===== src/rtl/cpu_pkg.sv =====
// Shared constants for the five-stage MIPS core: NOP control word, reset PC,
// exception codes and the Tnew/Tuse field width.
// Latency: n/a (constants only). Backpressure: n/a.
package cpu_pkg;

   localparam int TNEW_W    = 3;
   localparam int CTRL_BITS = 60;

   // Bit 0 of the one-hot instruction-type vector is sll; sll $0,$0,0 is the NOP.
   localparam logic [CTRL_BITS-1:0] CTRL_NOP = 60'h1;
   localparam logic [31:0]          RESET_PC = 32'h0000_3000;
   localparam logic [4:0]           EXC_RI   = 5'd10;

endpackage


===== src/rtl/fwd_sel.sv =====
// ID-stage operand forwarding: priority match over NUM_FWD sources, data mux, pending flag.
// Latency: purely combinational, zero cycles.
// Backpressure: none here; pend tells the hazard logic to stall the operand's consumer.
//
// Ports: addr (register number), rf_data (raw GRF read), fwd_wa/fwd_data/fwd_ok
// (packed per-source destination, value, value-valid; index 0 = youngest),
// data (forwarded operand), pend (winning source has no value yet).
module fwd_sel #(
   parameter int XLEN    = 32,
   parameter int NUM_FWD = 3
) (
   input  logic [4:0]              addr,
   input  logic [XLEN-1:0]         rf_data,
   input  logic [5*NUM_FWD-1:0]    fwd_wa,
   input  logic [XLEN*NUM_FWD-1:0] fwd_data,
   input  logic [NUM_FWD-1:0]      fwd_ok,
   output logic [XLEN-1:0]         data,
   output logic                    pend
);

   logic found;

   // Lowest index is the youngest producer, so the first hit wins.
   always_comb begin
      data  = rf_data;
      pend  = 1'b0;
      found = 1'b0;
      for (int i = 0; i < NUM_FWD; i++) begin
         if (!found && (addr != 5'd0) && (fwd_wa[i*5 +: 5] == addr)) begin
            found = 1'b1;
            pend  = ~fwd_ok[i];
            if (fwd_ok[i])
               data = fwd_data[i*XLEN +: XLEN];
         end
      end
      if (addr == 5'd0)
         data = '0;
   end

endmodule


===== src/rtl/id_ex_stage.sv =====
// ID->EX pipeline register with ID-stage forwarding, bubble/hold/flush, Tnew countdown, exception merge.
// Latency: forwarding/pend combinational; ID->EX fields 1 cycle.
// Backpressure: hold freezes the register (Tnew still counts down); bubble inserts a NOP.
//
// Ports: clk/reset (sync, active-high); id_* decoded instruction and GRF read data;
// if_exc/if_exc_code from IF; fwd_wa/fwd_data/fwd_ok downstream producers;
// bubble/hold/flush controls; id_rs_data/id_rt_data/id_*_pend comb forwarding results;
// ex_* registered instruction for EX, ex_exc/ex_exc_code merged status, ex_bd delay-slot flag.
// Build option: define ID_EX_DELAY_SLOT_EN to track branch delay slots (else ex_bd is 0).
module id_ex_stage
   import cpu_pkg::*;
#(
   parameter int XLEN    = 32,
   parameter int NUM_FWD = 3,
   parameter int CTRL_W  = 60,
   parameter int TW      = TNEW_W
) (
   input  logic                    clk,
   input  logic                    reset,
   input  logic                    id_valid,
   input  logic [XLEN-1:0]         id_pc,
   input  logic [CTRL_W-1:0]       id_ctrl,
   input  logic [4:0]              id_rs,
   input  logic [4:0]              id_rt,
   input  logic [4:0]              id_wa,
   input  logic [XLEN-1:0]         id_rs_rf,
   input  logic [XLEN-1:0]         id_rt_rf,
   input  logic [XLEN-1:0]         id_imm,
   input  logic [XLEN-1:0]         id_res,
   input  logic [TW-1:0]           id_tnew,
   input  logic                    id_is_jb,
   input  logic                    id_ri,
   input  logic                    if_exc,
   input  logic [4:0]              if_exc_code,
   input  logic [5*NUM_FWD-1:0]    fwd_wa,
   input  logic [XLEN*NUM_FWD-1:0] fwd_data,
   input  logic [NUM_FWD-1:0]      fwd_ok,
   input  logic                    bubble,
   input  logic                    hold,
   input  logic                    flush,
   output logic [XLEN-1:0]         id_rs_data,
   output logic [XLEN-1:0]         id_rt_data,
   output logic                    id_rs_pend,
   output logic                    id_rt_pend,
   output logic                    ex_valid,
   output logic [XLEN-1:0]         ex_pc,
   output logic [CTRL_W-1:0]       ex_ctrl,
   output logic [4:0]              ex_rs,
   output logic [4:0]              ex_rt,
   output logic [4:0]              ex_wa,
   output logic [XLEN-1:0]         ex_rs_data,
   output logic [XLEN-1:0]         ex_rt_data,
   output logic [XLEN-1:0]         ex_imm,
   output logic [XLEN-1:0]         ex_res,
   output logic [TW-1:0]           ex_tnew,
   output logic                    ex_exc,
   output logic [4:0]              ex_exc_code,
   output logic                    ex_bd
);

   fwd_sel #(.XLEN(XLEN), .NUM_FWD(NUM_FWD)) u_fwd_rs (
      .addr(id_rs), .rf_data(id_rs_rf), .fwd_wa(fwd_wa), .fwd_data(fwd_data),
      .fwd_ok(fwd_ok), .data(id_rs_data), .pend(id_rs_pend)
   );

   fwd_sel #(.XLEN(XLEN), .NUM_FWD(NUM_FWD)) u_fwd_rt (
      .addr(id_rt), .rf_data(id_rt_rf), .fwd_wa(fwd_wa), .fwd_data(fwd_data),
      .fwd_ok(fwd_ok), .data(id_rt_data), .pend(id_rt_pend)
   );

   // IF-stage exception is older than the decode-time one, so it keeps its code.
   logic       ld_exc;
   logic [4:0] ld_code;

   always_comb begin
      ld_exc  = if_exc | id_ri;
      ld_code = 5'd0;
      if (if_exc)
         ld_code = if_exc_code;
      else if (id_ri)
         ld_code = EXC_RI;
   end

   always_ff @(posedge clk) begin
      if (reset || flush) begin
         ex_valid    <= 1'b0;
         ex_pc       <= XLEN'(RESET_PC);
         ex_ctrl     <= CTRL_W'(CTRL_NOP);
         ex_rs       <= '0;
         ex_rt       <= '0;
         ex_wa       <= '0;
         ex_rs_data  <= '0;
         ex_rt_data  <= '0;
         ex_imm      <= '0;
         ex_res      <= '0;
         ex_tnew     <= '0;
         ex_exc      <= 1'b0;
         ex_exc_code <= '0;
      end else if (hold) begin
         // Result keeps maturing while EX is stalled; saturate at zero.
         if (ex_tnew != '0)
            ex_tnew <= ex_tnew - TW'(1);
      end else if (bubble) begin
         // PC of the stalled instruction is kept so an interrupt on the bubble has a valid EPC.
         ex_valid    <= 1'b0;
         ex_pc       <= id_pc;
         ex_ctrl     <= CTRL_W'(CTRL_NOP);
         ex_wa       <= '0;
         ex_tnew     <= '0;
         ex_exc      <= 1'b0;
         ex_exc_code <= '0;
      end else begin
         ex_valid    <= id_valid;
         ex_pc       <= id_pc;
         ex_ctrl     <= id_ctrl;
         ex_rs       <= id_rs;
         ex_rt       <= id_rt;
         ex_wa       <= ld_exc ? 5'd0 : id_wa;
         ex_rs_data  <= id_rs_data;
         ex_rt_data  <= id_rt_data;
         ex_imm      <= id_imm;
         ex_res      <= id_res;
         ex_tnew     <= id_tnew;
         ex_exc      <= ld_exc;
         ex_exc_code <= ld_code;
      end
   end

`ifdef ID_EX_DELAY_SLOT_EN
   // prev_jb: the last real instruction sent to EX was a branch/jump, so whatever
   // enters EX next (bubble or instruction) sits in its delay slot.
   logic prev_jb;
   logic bd_q;

   always_ff @(posedge clk) begin
      if (reset || flush) begin
         prev_jb <= 1'b0;
         bd_q    <= 1'b0;
      end else if (hold) begin
         bd_q    <= bd_q;
      end else if (bubble) begin
         bd_q    <= prev_jb;
      end else begin
         bd_q    <= prev_jb;
         if (id_valid)
            prev_jb <= id_is_jb;
      end
   end

   assign ex_bd = bd_q;
`else
   logic unused_id_is_jb;
   assign unused_id_is_jb = id_is_jb;
   assign ex_bd           = 1'b0;
`endif

endmodule


===== config.mk =====
export PLATFORM = sky130hd
export DESIGN_NAME = id_ex_stage
export DESIGN_NICKNAME = d
export VERILOG_FILES = /design/src/rtl/cpu_pkg.sv /design/src/rtl/fwd_sel.sv /design/src/rtl/id_ex_stage.sv
export SDC_FILE = /design/constraint.sdc
export NUM_CORES = 1
export LEC_CHECK = 0
export ABC_AREA = 1
export CORE_AREA = 2 2 266 268
export DETAILED_ROUTE_END_ITERATION = 6
export DIE_AREA = 0 0 268 270
export HOLD_SLACK_MARGIN = 0.12
export PLACE_DENSITY = 0.4
export SYNTH_ARGS = -nofsm -noshare
export SYNTH_HDL_FRONTEND = slang
export SYNTH_SLANG_ARGS = --single-unit

===== constraint.sdc =====
create_clock -name clk -period 2.42 [get_ports clk]
set_input_delay 0.484 -clock clk [delete_from_list [all_inputs] [get_ports clk]]
set_output_delay 0.484 -clock clk [all_outputs]
set_load 0.005 [all_outputs]

Word level (Yosys, flattened, before mapping):

Index checks and enable logic that the tools add are counted.

* bits in registers: 245
* bits in latches: 0
* bits in writable memories: 0
* ROM bits: 0
* bits of input ports: 366
* output and inout port bits: 312
* word-level logic and storage cells: 83
* memories: 0

* add/sub/neg operators: 1
* $mul: 0
* div/mod/pow operators: 0
* order comparisons: 0
* eq/ne operators: 7
* shift operators: 0
* muxes and demuxes: 35
* bitwise logic cells: 6
* reduce and logical (&&, ||, !) cells: 21

Operators by type and width (number)
* $mux 32: 14
* $mux 60: 1
* $eq 5x5->1: 6
* $mux 5: 4
* $mux 1: 12
* $logic_and 1x1->1: 10
* $logic_not 5->1: 2
* $reduce_bool 5->1: 2
* $mux 3: 3
* $not 1->1: 5
* $logic_not 1->1: 4
* $mux 4: 1
* $reduce_bool 3->1: 1
* $sub 3x1->3 const B: 1
* $ne 2x1->1 const B: 1
* $reduce_and 2->1: 1
* $logic_or 1x1->1: 1
* $or 1x1->1: 1

Longest topological paths before layout:

Gate-level depths: netlist of the first run.

* word-level depth: 12
* depth in mapped cells: 13
* gate-level depth less buffers: 12

By module:

A second synthesis of the first run with hierarchy kept.

* cells, all modules: 2039
* area, all modules: 13366.6 um^2

By module, submodules not included
* id_ex_stage: times used 1, cells each 1093, area each 8567.0 um^2, sequential area each 4904.7 um^2
* fwd_sel: times used 2, cells each 473, area each 2399.8 um^2, sequential area each 0.0 um^2

Worst setup path after synthesis of the first run:

No wires, ideal clock.

* path kind: in2out
* start point: input port id_rt[4]
* end point: output port id_rt_data[0]
* arrival time: 1.591 ns
* data required time: 1.936 ns
* setup slack: 0.345 ns
* stages: 10
* path buffers: 1
* cell sequence: or2_1 -> nor2_2 -> nand3_4 -> nand2_4 -> nor2_8 -> nand2_2 -> buf_2 -> nand3_1 -> nand2_1 -> inv_1

* longest elaborated chain between the ends: 12
* elaborated cells between the ends (all ways): 20
* classes of those cells: eq/ne: 3; mux: 8; reduce/logical: 9

Ends and longest elaborated chain
* start, declared: line id_ex_stage.sv:24 `input logic [4:0] id_rt,`
* $eq 5x5->1 / $reduce_bool 5->1 (equally long branches): line fwd_sel.sv:29 `if (!found && (addr != 5'd0) && (fwd_wa[i*5 +: 5] == addr)) begin`
* $logic_and 1x1->1: line fwd_sel.sv:29
* $mux 1: line fwd_sel.sv:29
* $logic_not 1->1: line fwd_sel.sv:29
* $logic_and 1x1->1 (2 in series): line fwd_sel.sv:29
* $mux 1: line fwd_sel.sv:29
* $logic_not 1->1: line fwd_sel.sv:29
* $logic_and 1x1->1 (2 in series): line fwd_sel.sv:29
* $mux 32: line fwd_sel.sv:29
* $mux 32 *: line fwd_sel.sv:36 `if (addr == 5'd0)`
* end, declared: line id_ex_stage.sv:42 `output logic [XLEN-1:0] id_rt_data,`

Every way passes the cells marked *; elsewhere a longest branch is shown, timed or not.

Worst setup path in the final report of the first run:

* start point: input port id_rs[2]
* end point: output port id_rs_data[5]

* longest elaborated chain between the ends: 12
* elaborated cells between the ends (all ways): 20
* classes of those cells: eq/ne: 3; mux: 8; reduce/logical: 9

Ends and longest elaborated chain
* start, declared: line id_ex_stage.sv:23 `input logic [4:0] id_rs,`
* $eq 5x5->1 / $reduce_bool 5->1 (equally long branches): line fwd_sel.sv:29
* $logic_and 1x1->1: line fwd_sel.sv:29
* $mux 1: line fwd_sel.sv:29
* $logic_not 1->1: line fwd_sel.sv:29
* $logic_and 1x1->1 (2 in series): line fwd_sel.sv:29
* $mux 1: line fwd_sel.sv:29
* $logic_not 1->1: line fwd_sel.sv:29
* $logic_and 1x1->1 (2 in series): line fwd_sel.sv:29
* $mux 32: line fwd_sel.sv:29
* $mux 32 *: line fwd_sel.sv:36
* end, declared: line id_ex_stage.sv:41 `output logic [XLEN-1:0] id_rs_data,`

Marked as above.

==> results of run 1 <==
==> where the power goes <==
part	switching, mW	internal (mW)	total (mW)
Clock	2.04	3.24	5.28
Combinational	1.58	1.88	3.47
Sequential	0.0617	4.16	4.22
Total	3.69	9.28	13.0
==> cell type report <==
cell class / instances / area (sq um) / area share [%]
clock inverter: 9 / 135 / 0.490
inverter: 163 / 654 / 2.37
sequential: 245 / 4900 / 17.8
antenna: 13 / 32.5 / 0.118
tap: 940 / 1180 / 4.27
multi-input combinational: 1355 / 8370 / 30.3
clock buffer: 52 / 1020 / 3.70
timing repair buffer: 1064 / 11300 / 40.9
==> worst max-delay path by stage <==
stage	end	slack (ns)	cells past startpoint
global route	id_rs_data[5]	-0.47	17
global placement	id_rt_data[21]	-1.28	13
detailed placement	id_rt_data[21]	-1.23	13
finish	id_rs_data[5]	-0.39	17
CTS	id_rs_data[24]	-0.51	14
floorplan	id_rt_data[0]	0.35	10
==> per-layer routing <==
| metal | track usage (%) | vias to the layer above |
|---|---|---|
| met5 | 0 | - |
| met4 | 6.75 | 10 |
| met3 | 4.31 | 134 |
| met2 | 36.3 | 599 |
| met1 | 26.9 | 8135 |
| li1 | - | 8180 |
==> per-stage QoR <==
stage | setup TNS (ns) | utilization (%) | power [mW] | worst slack (ns)
2_1_floorplan | 0 | - | 5.21 | 0.345
3_3_place_gp | -98.48 | 31.3 | 7.00 | -1.28
3_5_place_dp | -95.74 | 31.3 | 6.99 | -1.23
4_1_cts | -21.02 | 37.3 | 12.9 | -0.507
5_1_grt | -23.93 | 39.6 | 13.6 | -0.471
6_report | -17.34 | 39.6 | 13.0 | -0.391
==> kinds of logic (layout without fill, tap and decap cells) <==
group	Yosys count	after routing	synth area share, %
AO/OA/AOI/OAI	454	454	19.7
XOR/XNOR	17	17	1.16
adder cells (fa/ha/maj)	2	2	0.195
buffers and inverters	311	1288	10.1
flip-flops	245	245	38.3
other	1	14	0.0293
AND/OR/NAND/NOR	881	881	30.6
==> what timing repair did <==
item	in CTS	in global routing
gates cloned	18	8
pin swaps	107	148
hold endpoints to repair	0	0
setup endpoints to repair	66	71
resized for setup	739	329
setup buffers	162	90
==> worst max-delay path: cells and delay by family <==
| kind | cells | cell delay, ns |
|---|---|---|
| AND/OR/NAND/NOR | 9 | 0.91 |
| buffers and inverters | 8 | 0.91 |
==> cell usage in the layout (no fill, tap or decap), drive strengths merged <==
cell | synthesis | routed
and2 | 1 | 1
a22oi | 2 | 2
o22ai | 1 | 1
o21ai | 208 | 208
bufbuf | 0 | 1
xnor2 | 16 | 16
diode | 0 | 13
dlygate4sd2 | 0 | 2
nand2 | 443 | 443
nor2 | 192 | 192
nand4 | 66 | 66
ha | 2 | 2
a21oi | 241 | 241
inv | 160 | 161
dfxtp | 245 | 245
dlymetal6s2s | 0 | 3
buf | 62 | 463
clkbuf | 86 | 66
xor2 | 1 | 1
o211ai | 2 | 2
clkdlybuf4s50 | 0 | 581
bufinv | 0 | 3
or2 | 33 | 33
clkinv | 3 | 8
nand3 | 146 | 146
conb | 1 | 1
==> registers in the layout (all words and copies together), names as in the netlist <==
name,cells
ex_exc,1
ex_rt,5
ex_pc,32
ex_rt_data,32
ex_res,32
ex_wa,5
ex_imm,32
ex_ctrl,60
ex_exc_code,5
ex_rs,5
ex_valid,1
ex_tnew,3
ex_rs_data,32
==> run_results.csv, run 1 <==
group,metric,value,unit
status,status,"finished, violations left",
status,failed_checks,"negative setup slack",
clocking,numClockSinks,245,
layout,fillers,7069,
timing,max_slew_margin,64.9,%
synthesis,ys_types,36,
die,ios,678,
detailed_routing,vias,17058,
grt,first_global_vias,16711,
critical_path,timing.rr.end,"ex_tnew[0]",
clocking,cts_buffers,36,
detailed_routing,first_pass_iters,5,
grt,grt_util_all_layers,21.4,%
pwr,p_per_area,470,nW/um^2
clocking,clock_latency,0.54,ns
synthesis,synth-seq-cells,245,
synthesis,async_reset_ff_share,0,%
detailed_routing,drc_errors,0,
detailed_routing,wl_met2,40200,um
critical_path,crit_chain,"buf_12 > buf_8 > nand2_4 > nand2_4 > nor2_4 > nand3_4 > buf_6 > nor2_4 > buf_6 > buf_8 > buf_12 > nand2_1 > nand3_1 > nand3_2 > nand2_2 > inv_1 > dlymetal6s2s_1",
layout,nNetsFinal,3233,
timing,setup_viol_count_final,69,
grt,grt_overflow,0,
timing,report.final.hold_viol_count,0,
pwr,p_leak,11.7,nW
timing,layout_min_cycle_time,2.81,ns
worst_hold_path,hold-path-endpoint,"ex_pc[27]",
die,die_y,270,um
critical_path,critPathMaxStageDelay,0.15,ns
synthesis,synth_nets,2279,
critical_path,startpoint,"id_rs[2]",
worst_hold_path,min_from,"hold",
timing,tightest_slew,0.526,ns
clocking,clk_pin_slew,0.05,ns
clocking,tritoncts,"built",
critical_path,critPathSlowestCell,"nand3_4",
critical_path,critPathKind,"in2out",
detailed_routing,ant_nets,0,
synthesis,yosys_most_used_dff,"dfxtp_1",
critical_path,crit_path_start_kind,"primary input",
placed_design,postPlaceCellArea,21800,sq um
synthesis,synth_area_leaders,"dfxtp_1, nand2_1, o21ai_0, a21oi_1, nand3_1",
critical_path,reg2reg_slack,1.35,ns
synthesis,ys_seq_area_share,38.3,%
die,die_w,268,um
layout,area.growth.synth_to_final,115,%
synthesis,ys_warn_count,0,
critical_path,reg2regPathDepth,5,
detailed_routing,wire_per_inst,21.8,um
critical_path,critPathCaptureType,"output port",
die,die-area,72400,sq um
detailed_routing,wl_met3,5560,um
timing,slew_viol_final,0,
synthesis,syn-cell-area,12800,sq um
clocking,cts_root_buf,"clkbuf_16",
timing,fmax,356,MHz
synthesis,synth.most_common_cell,"nand2_1",
timing,setup_slack,-0.391,ns
detailed_routing,wl_met1,35200,um
placed_design,port_buffers,675,
placed_design,gp_congestion,0.882,
layout,drive_gt1_share,34.8,%
die,std_cell_rows,97,
clocking,cts_max_path_buffers,3,
critical_path,path_max_fanout,5,
die,core-area,69500,sq um
detailed_routing,drt-initial-drc-count,1137,
die,start_util,18.4,%
pwr,ir_drop,0.000352,V
synthesis,synth_top_area_share,38.3,%
synthesis,yosysTopAreaCell,"dfxtp_1",
detailed_routing,routed.top_layer,"met5",
worst_hold_path,holdPathStages,3,
clocking,htree_levels,2,
grt,grt_first_pass_wirelength,115000,um
detailed_routing,via_per_inst,4.44,
critical_path,r2r_start,"ex_tnew[0]",
placed_design,hpwlAfterDp,56700,um
placed_design,dp_cells,3533,
timing,finalClockSkew,0.0119,ns
timing,hold_ws,0.313,ns
synthesis,synth_edf_count,0,
grt,grt_start_max_net_pins,100,
synthesis,synth.avg_cell_area,6.71,sq um
run,cap_violations,0,
worst_hold_path,hold_class,"in2reg",
timing,rsz0062_at_grt,"yes",
synthesis,postSynthCellCount,1911,
clocking,cts_hold_buffers,0,
critical_path,crit_required,1.94,ns
layout,final_cell_area,27600,sq um
grt,antenna_found_initial,20,
synthesis,synthTopCellsByCount,"nand2_1, dfxtp_1, o21ai_0",
detailed_routing,wl,83600,um
layout,instances_no_fill,3841,
critical_path,critPathArrivalTime,2.33,ns
timing,period_share,116,%
Note: power is estimated with default switching activity, not from simulation.
==> run 2, diff against run 1 <==
--- a/config.mk
+++ b/config.mk
@@ -7,10 +7,12 @@
 export LEC_CHECK = 0
 export ABC_AREA = 1
 export CORE_AREA = 2 2 266 268
+export CTS_CLUSTER_DIAMETER = 80
 export DETAILED_ROUTE_END_ITERATION = 6
 export DIE_AREA = 0 0 268 270
 export HOLD_SLACK_MARGIN = 0.12
 export PLACE_DENSITY = 0.4
+export SKIP_LAST_GASP = 1
 export SYNTH_ARGS = -nofsm -noshare
 export SYNTH_HDL_FRONTEND = slang
 export SYNTH_SLANG_ARGS = --single-unit
==> run 2 against run 1 <==
The flow still finishes with violations (negative setup slack); register-to-register slack hardly changed; critical path type is now in2reg; setup slack worse by 0.022 ns; clock power down 1%; design area about the same; highest routed layer unchanged.
==> run_results.csv, run 2 (synthesized netlist as in run 1, its figures left out) <==
group,metric,value,unit
layout,fin_util,39.7,%
detailed_routing,vias,17196,
critical_path,path_max_fanout,3,
run,cap_violations,0,
placed_design,pre_cts_ws,-1.23,ns
grt,antenna_found_initial,22,
layout,largest_reg_flops,60,
timing,slew_viol_final,0,
pwr,p_int,9.23,mW
critical_path,r2r_start,"ex_tnew[0]",
pwr,p_comb_share,26.8,%
critical_path,startpoint,"fwd_wa[1]",
worst_hold_path,min_from,"hold",
layout,nNetsFinal,3239,
status,status,"finished, violations left",
timing,hold_ws,0.316,ns
placed_design,gp_congestion,0.882,
grt,grt_first_pass_wirelength,114000,um
layout,top_register,"ex_ctrl",
layout,final_common_cell,"clkdlybuf4s50_1",
clocking,clk_pin_slew,0.05,ns
pwr,p_sw_share,28.4,%
placed_design,port_buffers,675,
critical_path,reg2reg_slack,1.35,ns
detailed_routing,ant_nets,0,
timing,fmax,353,MHz
pwr,ir_drop,0.000342,V
detailed_routing,drt-initial-drc-count,1121,
critical_path,worstSetupEndpoint,"ex_rt_data[11]",
grt,grt_overflow,0,
detailed_routing,drc_errors,0,
timing,final.setup.tns,-16.83,ns
critical_path,critPathArrivalTime,3.30,ns
grt,first_global_vias,16668,
critical_path,timing.rr.end,"ex_tnew[0]",
detailed_routing,wl,83200,um
layout,instances_no_fill,3849,
detailed_routing,first_pass_iters,5,
die,die_y,270,um
die,ios,678,
critical_path,crit_path_start_kind,"primary input",
placed_design,postPlaceCellArea,21800,sq um
timing,max_slew_margin,59.1,%
critical_path,critPathCaptureType,"flop",
layout,drive_gt1_share,35.3,%
clocking,cts_root_buf,"clkbuf_16",
die,start_util,18.4,%
clocking,htree_levels,2,
pwr,p_leak,11.7,nW
timing,period_share,117,%
pwr,p_per_area,467,nW/um^2
die,die-area,72400,sq um
critical_path,reg2regPathDepth,5,
die,core-area,69500,sq um
clocking,tritoncts,"built",
detailed_routing,wire_per_inst,21.6,um
timing,finalClockSkew,0.00970,ns
grt,grt_start_max_net_pins,100,
status,failed_checks,"negative setup slack",
grt,grt_util_all_layers,21.3,%
die,std_cell_rows,97,
worst_hold_path,hold_class,"in2reg",
layout,area.growth.synth_to_final,115,%
pwr,pwr-share-clk,40.4,%
pwr,p_total,12.9,mW
layout,final_cell_area,27600,sq um
timing,tightest_slew,0.613,ns
pwr,p_switching,3.66,mW
timing,rsz0062_at_grt,"yes",
critical_path,critPathKind,"in2reg",
clocking,cts_buffers,36,
clocking,clock_latency,0.54,ns
detailed_routing,via_per_inst,4.47,
timing,setup_viol_count_final,70,
critical_path,crit_required,2.89,ns
layout,mostFrequentLayoutCells,"clkdlybuf4s50_1, nand2_1, dfxtp_1, buf_4, o21ai_0",
timing,report.final.hold_viol_count,0,
placed_design,hpwlAfterDp,56700,um
clocking,cts_max_path_buffers,3,
placed_design,dp_cells,3533,
clocking,numClockSinks,245,
timing,layout_min_cycle_time,2.83,ns
timing,setup_slack,-0.413,ns
pwr,seq_power_share,32.7,%
die,die_w,268,um
[run 2: changes by cell type in the layout (fill, tap and decap cells not counted), moves of 6 or more]
cell	previous run	this run
buf_4	210	224
nand3_2	85	94
nand3_4	23	17
nand2_2	93	103
[run 2: power groups by stage]
stage / Combinational (mW) / Clock [mW] / Sequential [mW]
2_1_floorplan: 0.903 / 0 / 4.31
3_3_place_gp: 2.70 / 0 / 4.30
3_5_place_dp: 2.69 / 0 / 4.30
4_1_cts: 3.16 / 5.42 / 4.22
5_1_grt: 3.70 / 5.57 / 4.23
6_report: 3.46 / 5.21 / 4.22
[run 2: worst max-delay path, stage by stage]
cell and delay [ns]:
buf_6 0.08, inv_1 0.05, nand2_1 0.08, nand2_2 0.08, nor2_4 0.14, inv_2 0.05
nor2_4 0.16, nand2_8 0.07, buf_12 0.13, buf_12 0.13, buf_16 0.12, buf_6 0.11
nand2_2 0.06, nand3_2 0.08, nand3_2 0.07, nand2_2 0.06, buf_6 0.11, buf_4 0.12
buf_4 0.12, buf_4 0.12, buf_4 0.12, buf_4 0.12, buf_4 0.12, buf_4 0.12
buf_4 0.12, buf_4 0.13, a21oi_2 0.12
[run 2: metal layers]
layer	global-route usage, %	wire length (um)
met1	26.7	34600
met3	4.38	5870
met5	0	64
met4	6.92	2610
met2	36.0	40100
[run 2: repair_timing]
action / CTS / global route
resized for setup: 678 / 384
setup buffers: 162 / 99
pin swaps: 105 / 142
hold buffers: 0 / 0
endpoints found under the hold margin: 0 / 0
gates cloned: 18 / 7
endpoints found under the setup margin: 66 / 71
[run 2: worst min path at each step]
stage,to,cells past startpoint
after detailed placement,ex_ctrl[16],2
after floorplan,ex_ctrl[16],2
after global placement,ex_ctrl[16],2
final,ex_pc[27],3
after global routing,ex_ctrl[15],3
after CTS,ex_rt[0],4
[run 2: layout make-up]
type,count,area (sq um)
diodes,16,40.0
multi-input cells,1355,8350
repair buffers,1070,11300
clock inverters,7,105
clock buffers,53,1040
inverters,163,664
flip-flops and latches,245,4900
well taps,940,1180
fillers,7083,42000
==> run 3, diff against run 2 <==
--- a/config.mk
+++ b/config.mk
@@ -6,12 +6,14 @@
 export NUM_CORES = 1
 export LEC_CHECK = 0
 export ABC_AREA = 1
-export CORE_AREA = 2 2 266 268
+export CELL_PAD_IN_SITES_DETAIL_PLACEMENT = 0
+export CELL_PAD_IN_SITES_GLOBAL_PLACEMENT = 1
+export CORE_AREA = 2 2 264 266
 export CTS_CLUSTER_DIAMETER = 80
 export DETAILED_ROUTE_END_ITERATION = 6
-export DIE_AREA = 0 0 268 270
+export DIE_AREA = 0 0 266 268
 export HOLD_SLACK_MARGIN = 0.12
-export PLACE_DENSITY = 0.4
+export PLACE_DENSITY = 0.57
 export SKIP_LAST_GASP = 1
 export SYNTH_ARGS = -nofsm -noshare
 export SYNTH_HDL_FRONTEND = slang
==> run 3 against run 2 <==
The run still ends with negative setup slack left; hold slack got worse by 0.11 ns; final cell count fell by 3.3%; core utilization fell by 0.28 points; first-iteration DRC count fell by 15%; sequential cell count did not move; power fell by 0.76%; clock power barely moved; design area fell by 2.6%; maximum frequency rose by 4.9%; count of clock-buffer cells in the layout fell by 5; routed wire length fell by 4.7%; register-to-register slack got worse by 0.03 ns; highest routed layer unchanged.
==> run_results.csv, run 3 (synthesized netlist as in run 1, its figures left out) <==
group,metric,value,unit
grt,antenna_found_initial,19,
pwr,p_per_area,476,nW/um^2
placed_design,port_buffers,675,
clocking,clk_pin_slew,0.05,ns
critical_path,crit_path_start_kind,"primary input",
clocking,cts_root_buf,"clkbuf_16",
layout,mostFrequentLayoutCells,"clkdlybuf4s50_1, nand2_1, dfxtp_1, o21ai_0, buf_4",
layout,largest_reg_flops,60,
layout,fillers,6950,
timing,fmax,370,MHz
die,die_w,266,um
placed_design,gp_congestion,0.898,
detailed_routing,via_per_inst,4.50,
grt,grt_start_max_net_pins,132,
layout,fin_util,39.4,%
detailed_routing,vias,16756,
clocking,cts_hold_buffers,0,
grt,top_usage_layer,"met2",
detailed_routing,wire_per_inst,21.3,um
detailed_routing,drt-initial-drc-count,953,
detailed_routing,ant_nets,0,
timing,report.final.hold_viol_count,0,
grt,first_global_vias,16759,
timing,setup_viol_count_final,67,
clocking,cts_max_path_buffers,3,
grt,grt_first_pass_wirelength,112000,um
layout,top_register,"ex_ctrl",
critical_path,path_max_fanout,6,
timing,setup_slack,-0.280,ns
timing,max_slew_margin,23.1,%
clocking,tritoncts,"built",
timing,tightest_slew,1.15,ns
timing,slew_viol_final,0,
detailed_routing,drc_errors,0,
clocking,clock_latency,0.53,ns
run,cap_violations,0,
detailed_routing,first_pass_iters,6,
die,core-area,68200,sq um
status,status,"finished, violations left",
placed_design,hpwlAfterDp,57500,um
layout,nNetsFinal,3173,
grt,globalRouteMet2Util,37.0,%
timing,finalClockSkew,0.000237,ns
die,std_cell_rows,96,
timing,period_share,112,%
die,start_util,18.8,%
timing,rsz0062_at_grt,"yes",
clocking,numClockSinks,245,
layout,area.growth.synth_to_final,110,%
critical_path,critPathCaptureType,"output port",
status,failed_checks,"negative setup slack",
critical_path,critPathArrivalTime,2.22,ns
die,ios,678,
critical_path,critPathKind,"in2out",
detailed_routing,wl,79300,um
grt,grtUsageMet1,24.9,%
pwr,p_total,12.8,mW
pwr,ir_drop,0.000388,V
grt,use_met3,5.72,%
clocking,htree_levels,2,
die,die-area,71300,sq um
layout,drive_gt1_share,33.4,%
pwr,p_leak,11.3,nW
grt,grt_util_all_layers,21.0,%
clocking,cts_buffers,35,
timing,layout_min_cycle_time,2.70,ns
grt,grt_overflow,0,
critical_path,crit_required,1.94,ns
placed_design,pre_cts_ws,-1.14,ns
worst_hold_path,hold_class,"in2reg",
die,die_y,268,um
layout,final_common_cell,"clkdlybuf4s50_1",
[run 3: cell types whose count changed in the layout (fill, tap and decap cells not counted), moves of 8 or more]
cell / delta
buf_12: -20
nand3_4: +26
nand3_2: -22
inv_2: +8
buf_6: -12
buf_4: -34
nand2_1: +31
a21oi_1: -8
nand2_2: -30
[run 3: power by group]
part           leakage [nW]  switching [mW]  internal (mW)  total (mW)
Sequential             1.99          0.0622           4.16        4.22
Clock                 0.572            2.07           3.16        5.23
Combinational          8.70            1.54           1.80        3.35
Total                  11.3            3.67           9.12        12.8
[run 3: cell type report]
cell class | count | area (sq um) | share of cell area [%]
clock inverters | 13 | 163 | 0.605
inverters | 163 | 643 | 2.39
well taps | 882 | 1100 | 4.11
repair buffers | 1005 | 10600 | 39.3
diodes | 11 | 27.5 | 0.102
multi-input cells | 1355 | 8440 | 31.4
flip-flops and latches | 245 | 4900 | 18.3
clock buffers | 48 | 1010 | 3.78
[run 3: what timing repair did]
action | in CTS | in global routing
gates resized for setup | 731 | 274
cloned | 25 | 6
endpoints found under the setup margin | 66 | 70
pin swaps | 125 | 151
buffers inserted | 135 | 45
[run 3: per-stage QoR]
| step | hold WS (ns) | TNS (ns) | std cells | cell area (sq um) |
|---|---|---|---|---|
| 2_1_floorplan | 0.453 | 0 | 1911 | 12800 |
| 3_3_place_gp | 0.447 | -84.34 | 3470 | 21500 |
| 3_5_place_dp | 0.455 | -85.91 | 3470 | 21500 |
| 4_1_cts | 0.248 | -22.03 | 3689 | 25700 |
| 5_1_grt | 0.204 | -18.31 | 3721 | 26900 |
| 6_report | 0.203 | -12.34 | 3722 | 26900 |
[run 3: path summary, 6_finish.rpt]
kind	start	end	slack [ns]	depth (start not counted)
worst max-delay path	id_rt[3]	id_rt_data[28]	-0.28	13
worst min-delay path	id_rt[0]	ex_rt[0]	0.20	3
worst max register to register	ex_tnew[0]	ex_tnew[2]	1.32	5
worst min register to register	ex_ctrl[2]	ex_ctrl[2]	0.46	2
[run 3: critical path: stages]
cell and delay (ns):
buf_6 0.11, buf_4 0.13, xnor2_2 0.16, nand2_2 0.10, buf_6 0.13, o21ai_4 0.21
nor2_8 0.07, buf_12 0.16, buf_12 0.14, a21oi_2 0.16, nand2_4 0.09, inv_1 0.05
dlygate4sd2_1 0.22
[run 3: routing by layer]
metal | share of wire [%] | vias to the layer above | wire (um)
met5 | 0.090 | - | 71
met4 | 2.5 | 10 | 1960
met3 | 7.6 | 113 | 6030
met2 | 50 | 625 | 39200
met1 | 40 | 7964 | 32000
li1 | - | 8044 | -
